File: src/rtl/exu_mul_pipe_ctl.sv
// Flushable, freezable integer multiply pipeline for the EXU (MUL/MULH/MULHSU/MULHU).
// Latency STAGES (2..4), one op per clock, tag carried alongside, result zeroed when idle.
module exu_mul_pipe_ctl #(
  parameter int unsigned XLEN   = 32,
  parameter int unsigned STAGES = 3,
  parameter int unsigned TAG_W  = 5
) (
  input  logic             clk,
  input  logic             rst_l,
  input  logic             freeze,
  input  logic             flush,
  input  logic             valid_in,
  input  logic             rs1_sign,
  input  logic             rs2_sign,
  input  logic             low,
  input  logic             rs1_byp,
  input  logic             rs2_byp,
  input  logic [TAG_W-1:0] tag_in,
  input  logic [XLEN-1:0]  a,
  input  logic [XLEN-1:0]  b,
  input  logic [XLEN-1:0]  lsu_result_dc3,
  output logic [XLEN-1:0]  out,
  output logic             out_valid,
  output logic [TAG_W-1:0] out_tag,
  output logic             busy
);

  localparam int unsigned PW = 2 * XLEN;
  localparam int unsigned OW = XLEN + 1;

  // E1 stage registers
  logic [XLEN-1:0]  a1_q, a1_d, b1_q, b1_d;
  logic             s1_q, s1_d, s2_q, s2_d, low1_q, low1_d;
  logic             byp1_q, byp1_d, byp2_q, byp2_d, v1_q, v1_d;
  logic [TAG_W-1:0] tag1_q, tag1_d;

  // E2 stage registers
  logic signed [OW-1:0] a2_q, a2_d, b2_q, b2_d;
  logic                 low2_q, low2_d, v2_q, v2_d;
  logic [TAG_W-1:0]     tag2_q, tag2_d;

  logic [XLEN-1:0]       a_e1_c, b_e1_c;
  logic signed [PW-1:0]  prod_e2_c;
  logic [PW-1:0]         prod_last;
  logic                  low_last, v_last, busy_tail;
  logic [TAG_W-1:0]      tag_last;

  always_comb begin
    a1_d   = a1_q;
    b1_d   = b1_q;
    s1_d   = s1_q;
    s2_d   = s2_q;
    low1_d = low1_q;
    byp1_d = byp1_q;
    byp2_d = byp2_q;
    tag1_d = tag1_q;
    if (!freeze && valid_in) begin
      a1_d   = a;
      b1_d   = b;
      s1_d   = rs1_sign;
      s2_d   = rs2_sign;
      low1_d = low;
      byp1_d = rs1_byp;
      byp2_d = rs2_byp;
      tag1_d = tag_in;
    end
    v1_d = flush ? 1'b0 : (freeze ? v1_q : valid_in);
  end

  // Bypass mux stays live so the load result is taken at the E1->E2 advance
  always_comb begin
    a_e1_c = byp1_q ? lsu_result_dc3 : a1_q;
    b_e1_c = byp2_q ? lsu_result_dc3 : b1_q;
  end

  always_comb begin
    a2_d   = a2_q;
    b2_d   = b2_q;
    low2_d = low2_q;
    tag2_d = tag2_q;
    if (!freeze && v1_q) begin
      a2_d   = {s1_q & a_e1_c[XLEN-1], a_e1_c};
      b2_d   = {s2_q & b_e1_c[XLEN-1], b_e1_c};
      low2_d = low1_q;
      tag2_d = tag1_q;
    end
    v2_d = flush ? 1'b0 : (freeze ? v2_q : v1_q);
  end

  // Both operands sign-extended to the kept width; the low PW bits equal the full product's
  always_comb begin
    prod_e2_c = PW'(a2_q) * PW'(b2_q);
  end

  always_ff @(posedge clk or negedge rst_l) begin
    if (!rst_l) begin
      a1_q   <= '0;
      b1_q   <= '0;
      s1_q   <= 1'b0;
      s2_q   <= 1'b0;
      low1_q <= 1'b0;
      byp1_q <= 1'b0;
      byp2_q <= 1'b0;
      tag1_q <= '0;
      v1_q   <= 1'b0;
      a2_q   <= '0;
      b2_q   <= '0;
      low2_q <= 1'b0;
      tag2_q <= '0;
      v2_q   <= 1'b0;
    end else begin
      a1_q   <= a1_d;
      b1_q   <= b1_d;
      s1_q   <= s1_d;
      s2_q   <= s2_d;
      low1_q <= low1_d;
      byp1_q <= byp1_d;
      byp2_q <= byp2_d;
      tag1_q <= tag1_d;
      v1_q   <= v1_d;
      a2_q   <= a2_d;
      b2_q   <= b2_d;
      low2_q <= low2_d;
      tag2_q <= tag2_d;
      v2_q   <= v2_d;
    end
  end

  if (STAGES <= 2) begin : g_lat2
    assign prod_last = prod_e2_c;
    assign low_last  = low2_q;
    assign tag_last  = tag2_q;
    assign v_last    = v2_q;
    assign busy_tail = 1'b0;
  end else begin : g_lat3
    logic [PW-1:0]    prod3_q, prod3_d;
    logic             low3_q, low3_d, v3_q, v3_d;
    logic [TAG_W-1:0] tag3_q, tag3_d;

    always_comb begin
      prod3_d = prod3_q;
      low3_d  = low3_q;
      tag3_d  = tag3_q;
      if (!freeze && v2_q) begin
        prod3_d = prod_e2_c;
        low3_d  = low2_q;
        tag3_d  = tag2_q;
      end
      v3_d = flush ? 1'b0 : (freeze ? v3_q : v2_q);
    end

    always_ff @(posedge clk or negedge rst_l) begin
      if (!rst_l) begin
        prod3_q <= '0;
        low3_q  <= 1'b0;
        tag3_q  <= '0;
        v3_q    <= 1'b0;
      end else begin
        prod3_q <= prod3_d;
        low3_q  <= low3_d;
        tag3_q  <= tag3_d;
        v3_q    <= v3_d;
      end
    end

    if (STAGES == 3) begin : g_last3
      assign prod_last = prod3_q;
      assign low_last  = low3_q;
      assign tag_last  = tag3_q;
      assign v_last    = v3_q;
      assign busy_tail = v3_q;
    end else begin : g_lat4
      logic [PW-1:0]    prod4_q, prod4_d;
      logic             low4_q, low4_d, v4_q, v4_d;
      logic [TAG_W-1:0] tag4_q, tag4_d;

      always_comb begin
        prod4_d = prod4_q;
        low4_d  = low4_q;
        tag4_d  = tag4_q;
        if (!freeze && v3_q) begin
          prod4_d = prod3_q;
          low4_d  = low3_q;
          tag4_d  = tag3_q;
        end
        v4_d = flush ? 1'b0 : (freeze ? v4_q : v3_q);
      end

      always_ff @(posedge clk or negedge rst_l) begin
        if (!rst_l) begin
          prod4_q <= '0;
          low4_q  <= 1'b0;
          tag4_q  <= '0;
          v4_q    <= 1'b0;
        end else begin
          prod4_q <= prod4_d;
          low4_q  <= low4_d;
          tag4_q  <= tag4_d;
          v4_q    <= v4_d;
        end
      end

      assign prod_last = prod4_q;
      assign low_last  = low4_q;
      assign tag_last  = tag4_q;
      assign v_last    = v4_q;
      assign busy_tail = v3_q | v4_q;
    end
  end

  // Zero when idle so the result can be OR-merged onto the shared bus
  always_comb begin
    out       = '0;
    out_tag   = '0;
    out_valid = v_last;
    busy      = v1_q | v2_q | busy_tail;
    if (v_last) begin
      out     = low_last ? prod_last[XLEN-1:0] : prod_last[PW-1:XLEN];
      out_tag = tag_last;
    end
  end

endmodule

File: config.mk
export PLATFORM = sky130hd
export DESIGN_NAME = exu_mul_pipe_ctl
export DESIGN_NICKNAME = d
export VERILOG_FILES = /design/src/rtl/exu_mul_pipe_ctl.sv
export SDC_FILE = /design/constraint.sdc
export NUM_CORES = 2
export LEC_CHECK = 0
export BUFFER_PORTS_ARGS = -buffer_cell sky130_fd_sc_hd__clkbuf_2
export CELL_PAD_IN_SITES_DETAIL_PLACEMENT = 1
export CELL_PAD_IN_SITES_GLOBAL_PLACEMENT = 2
export CORE_ASPECT_RATIO = 1.75
export CORE_MARGIN = 4
export CORE_UTILIZATION = 38
export DETAILED_ROUTE_END_ITERATION = 16
export PLACE_DENSITY = 0.88
export SYNTH_ARGS = -nofsm -noshare
export SYNTH_HDL_FRONTEND = slang
export SYNTH_SLANG_ARGS = --single-unit
export TNS_END_PERCENT = 5
File: constraint.sdc
create_clock -name clk -period 10.1 [get_ports clk]
set_clock_uncertainty 0.1 [all_clocks]
set_input_delay 0.505 -clock clk [delete_from_list [all_inputs] [get_ports clk]]
set_output_delay 0.505 -clock clk [all_outputs]
set_load 0.02 [all_outputs]
Word level (Yosys, flattened, before mapping):

Index checks and enable logic that the tools add are counted.
Widths: inputs -> output; s select.

* bitwise gates (word level): 4
* reduce and logical (&&, ||, !) cells: 4
* multiply operators: 1
* equality and inequality tests: 1
* muxes and demuxes: 11

Operators by type and width (count)
* $mux 32: 4
* $mul 33x33->64: 1
* $mux 1: 6
* $mux 5: 1
* $logic_and 1x1->1: 3
* $and 1x1->1: 2
* $ne 2x1->1 const B: 1
* $or 1x1->1: 2
* $logic_not 1->1: 1

* bits of input ports: 111
* bits in registers: 219
* word-level logic and storage cells: 39
* output and inout port bits: 39

Longest topological paths before layout:

* depth after elaboration: 2
* mapped depth: 29
* gate-level depth less buffers: 26

Worst setup path after synthesis:

OpenSTA, ideal clock, no wires.

* kind: register to register
* start: reg b2_q[3]
* end: reg g_lat3.prod3_q[63]
* cell stages (with the launch flop): 28
* buffers on the path: 3
* path slack: 2.130 ns
* arrival: 7.741 ns
* data required time: 9.871 ns
* library setup time: 0.129 ns
* clock period less this slack: 7.970 ns
* path through: dfrtp_1 -> clkbuf_1 -> clkbuf_1 -> nand2_1 -> inv_1 -> fa_1 -> fa_1 -> fa_1 -> inv_1 -> fa_1 -> inv_1 -> fa_1 -> fa_1 -> inv_1 -> fa_1 -> fa_1 -> inv_1 -> ha_1 -> buf_2 -> a21o_1 -> a21o_1 -> a21o_1 -> a21o_1 -> a21oi_1 -> nor2b_1 -> a311oi_2 -> xnor2_1 -> o21ai_1

* cells in the longest elaborated chain, start to end: 1

RTL lines
* start: declaration: line 38 `logic signed [OW-1:0] a2_q, a2_d, b2_q, b2_d;`
* start signal: assignment: line 107 `b2_q <= '0;`
* start signal: assignment: line 122 `b2_q <= b2_d;`
* $mul 33x33->64: line 92 `prod_e2_c = PW'(a2_q) * PW'(b2_q);`
* end signal: assignment: line 159 `prod3_q <= prod3_d;`
* end: declaration: line 136 `logic [PW-1:0] prod3_q, prod3_d;`

No other way between the ends.
A chain may end at the register's enable or synchronous reset.

Worst setup path in the final report:

* start: reg b2_q[3]
* end: reg g_lat3.prod3_q[57]

Same word-level chain as after synthesis.

==> metrics.log <==
[metrics] outcome: finished clean
[metrics] crit path time final: 8.93 ns
[metrics] standard-cell rows: 171
[metrics] sequential element share of the synthesized area: 11.5%
[metrics] Initial DRT Pass Iterations: 5
[metrics] count of mapped cells out of synthesis: 4,963
[metrics] count of unresolved DRC violations after routing: 0
[metrics] Synthesized Nets: 6,411
[metrics] num ports: 150
[metrics] total congestion overflow: 0
[metrics] path depth of the worst reg2reg path: 21
[metrics] maximum clock rate: 112 MHz
[metrics] root cell of the clock tree: sky130_fd_sc_hd__clkbuf_16
[metrics] period utilization: 88.4%
[metrics] H-Tree Level Count: 1
[metrics] count of nets after finishing: 6,398
[metrics] family with the most delay on the worst path: adder cells
[metrics] required time of the critical path: 10.44 ns
[metrics] number of cells on the worst hold path: 2
[metrics] endpoint of the worst hold-timing path: a1_q[6]$_DFFE_PN0P_
[metrics] endpoints failing hold: 0
[metrics] clock latency reported for the late side of the worst-skew pair: 0.60 ns
[metrics] cells along the critical path: nand2_1 > inv_1 > fa_1 > fa_1 > fa_1 > buf_4 > inv_1 > fa_1 > fa_1 > fa_1 > fa_1 > fa_1 > inv_1 > ha_1 > a211oi_1 > nand2_1 > o31ai_2 > a31oi_4 > a31oi_2 > xor2_1 > o21ai_0
[metrics] relative slew slack: 6.12%
[metrics] Netlist cell types: 67
[metrics] horizontal die dimension: 275 um
[metrics] actual transition at the worst max-transition pin: 1.41 ns
[metrics] TritonCTS buffer count: 28
[metrics] worst-case hold slack: 0.0415 ns
[metrics] final weighted congestion in routability-driven placement: 0.914
[metrics] number of setup violations in the final report: 0
[metrics] Die Footprint: 0.131 sq mm
[metrics] post-synthesis instance area: 0.0475 sq mm
[metrics] vias in the first global route: 41,157
[metrics] Port Buf Inserts: 149
[metrics] Worst path most repeated cell: sky130_fd_sc_hd__fa_1
[metrics] HP Start: a[6]
[metrics] kind of path behind the tightest hold check: in2reg
[metrics] area occupied by multi-input gates: 0.0368 sq mm
[metrics] max-capacitance violation count: 0
[metrics] post-CTS resize count: 0
[metrics] Vias: 34,203
[metrics] effective utilization at floorplan: 38.3%
[metrics] buffer and inverter count on the worst path: 4
[metrics] path type of the worst setup path: reg2reg
[metrics] Overall Global Routing Usage: 24.0%
[metrics] area growth from synthesis to layout: 7.26%
[metrics] remaining number of nets flagged by the antenna check after routing: 0
[metrics] Max Fanout on Critical Path: 27
[metrics] busiest grt layer: met2
[metrics] average size of a mapped cell: 9.57 sq um
[metrics] largest net degree at the start of global routing: 98
[metrics] worst reg2reg path startpoint: b2_q[3]$_DFFE_PN0P_
[metrics] Routed Wire Length: 153 mm
[metrics] Synthesis Warnings: 0
[metrics] floorplan core area: 0.124 sq mm
[metrics] ratio of cells with drive above 1 in the final layout: 8.09%
[metrics] vertical die dimension: 476 um
[metrics] RSZ-0062 raised after global routing: false
[metrics] element type at the critical path end: flip-flop
[metrics] maximum root-to-sink buffer count: 3
[metrics] r2r setup slk: 1.17 ns
[metrics] slowest cell delay on critical path: 1.03 ns
[metrics] TritonCTS Sinks: 219
[metrics] share of synthesized registers carrying an async set or reset: 100%
[metrics] Crit path depth: 21
[metrics] Seq cells post-synth: 219
[metrics] number of enable-type register cells in the synthesized netlist: 0
[metrics] standard cell with the maximum stage delay on the critical path: sky130_fd_sc_hd__dfrtp_1
[metrics] initial drt markers: 1,426
[metrics] antenna violations before repair: 5
[metrics] wire length per cell: 23.1 um
[metrics] routed vias/inst: 5.17
[metrics] startpoint types: flip-flop
[metrics] fin. max-slew vios: 0
[metrics] Setup TNS: 0 ns
[metrics] HPWL after DPL: 127 mm
[metrics] FF-to-FF End: g_lat3.prod3_q[57]$_DFFE_PN0P_
[metrics] global-route wire length before repair: 237 mm
[metrics] Post-synth top flop: sky130_fd_sc_hd__dfrtp_1
[metrics] M2 GR Usage: 45.6%
[metrics] met3 track utilization from global routing: 2.98%
[metrics] area of all sequential standard cells: 0.00551 sq mm
[metrics] TritonCTS clock tree: yes
[metrics] clock-pin slew of the registers on the worst-case setup and hold paths: 0.06 ns
[metrics] endpoint arrival time on the critical path: 9.27 ns
[metrics] fillers: 14,326
[metrics] met1 routing resource usage after global routing: 24.5%
[cells by family after synthesis]
family | count (synthesis) | synth area share [%]
muxes | 171 | 3.80
DFF | 219 | 11.5
xor gates and xnor gates | 70 | 1.29
adders and majority gates | 1337 | 53.0
and+or+nand+nor | 1469 | 15.3
buffers and inverters | 1380 | 10.9
AOI/OAI and AO/OA | 317 | 4.11
[registers in the layout (all words and copies together) (netlist names), 5 cells and up]
name and flops:
a1_q 32, tag2_q 5, tag1_q 5, g_lat3.prod3_q 64
g_lat3.tag3_q 5, b2_q 33, a2_q 33, b1_q 32
[what timing repair did]
action                                 CTS  global route
hold buffers                             7             0
endpoints found under the hold margin  103             0
setup endpoints to repair                0             0
setup buffers                            0             0
[cells in the final DEF, fill, tap and decap left out, drive strengths merged, types with 4 or more instances in the layout]
| master | count |
|---|---|
| and3 | 9 |
| dfrtp | 219 |
| buf | 84 |
| nand4 | 18 |
| o21bai | 6 |
| and2 | 548 |
| nand2b | 15 |
| dlygate4sd3 | 7 |
| a31oi | 7 |
| a21o | 30 |
| clkinv | 8 |
| fa | 1125 |
| nand3 | 20 |
| a21oi | 72 |
| nor2 | 45 |
| a211oi | 6 |
| nor3 | 13 |
| mux2 | 74 |
| o21ai | 157 |
| inv | 1101 |
| o31ai | 7 |
| o21a | 5 |
| clkbuf | 184 |
| nand2 | 729 |
| xnor2 | 45 |
| xor2 | 25 |
| o211ai | 4 |
| nor2b | 60 |
| mux2i | 97 |
| ha | 212 |
[layout make-up]
type                            count  share of cell area, %
Tap cell                         1643                   4.04
Clock buffer                       36                   1.52
Clock inverter                     16                  0.346
Sequential cell                   219                   10.8
Antenna cell                        3                 0.0147
Timing Repair Buffer              239                   2.85
Multi-Input combinational cell   3364                   72.3
Inverter                         1098                   8.09
[cell usage after synthesis, drive strengths merged, types with 45 or more instances]
master | number | area, sq um
clkbuf | 267 | 1000
dfrtp | 219 | 5480
ha | 212 | 2650
o21ai | 157 | 808
xnor2 | 45 | 394
a21oi | 72 | 372
and2 | 548 | 3430
inv | 1098 | 4120
fa | 1125 | 22500
mux2i | 97 | 971
mux2 | 74 | 833
nand2 | 729 | 2740
nor2 | 45 | 169
nor2b | 60 | 375
[stage by stage]
stage               utilization (%)  worst slack, ns  instance area (sq um)  std cells
floorplan                         -             2.13                  47500       4963
global placement               40.2             1.41                  49900       6556
detailed placement             40.2             1.24                  49900       6556
CTS                            41.0             1.17                  50900       6615
global route                   41.0            0.709                  50900       6615
finish                         41.0             1.17                  50900       6618
[worst max-delay path by stage]
stage,startpoint,endpoint,slack (ns)
after floorplan,b2_q[3]$_DFFE_PN0P_,g_lat3.prod3_q[63]$_DFFE_PN0P_,2.13
after global placement,b2_q[3]$_DFFE_PN0P_,g_lat3.prod3_q[57]$_DFFE_PN0P_,1.41
after detailed placement,b2_q[3]$_DFFE_PN0P_,g_lat3.prod3_q[57]$_DFFE_PN0P_,1.24
after CTS,b2_q[3]$_DFFE_PN0P_,g_lat3.prod3_q[57]$_DFFE_PN0P_,1.17
after global routing,b2_q[3]$_DFFE_PN0P_,g_lat3.prod3_q[57]$_DFFE_PN0P_,0.71
final,b2_q[3]$_DFFE_PN0P_,g_lat3.prod3_q[57]$_DFFE_PN0P_,1.17
[layer usage]
metal	vias to the layer above	routed length (um)
li1	14418	-
met4	0	12200
met3	524	6150
met1	18255	50700
met5	-	0
met2	1006	83700
Power is not shown: default switching activity piles up to over one toggle a cycle in this logic, so the estimate is an artifact.
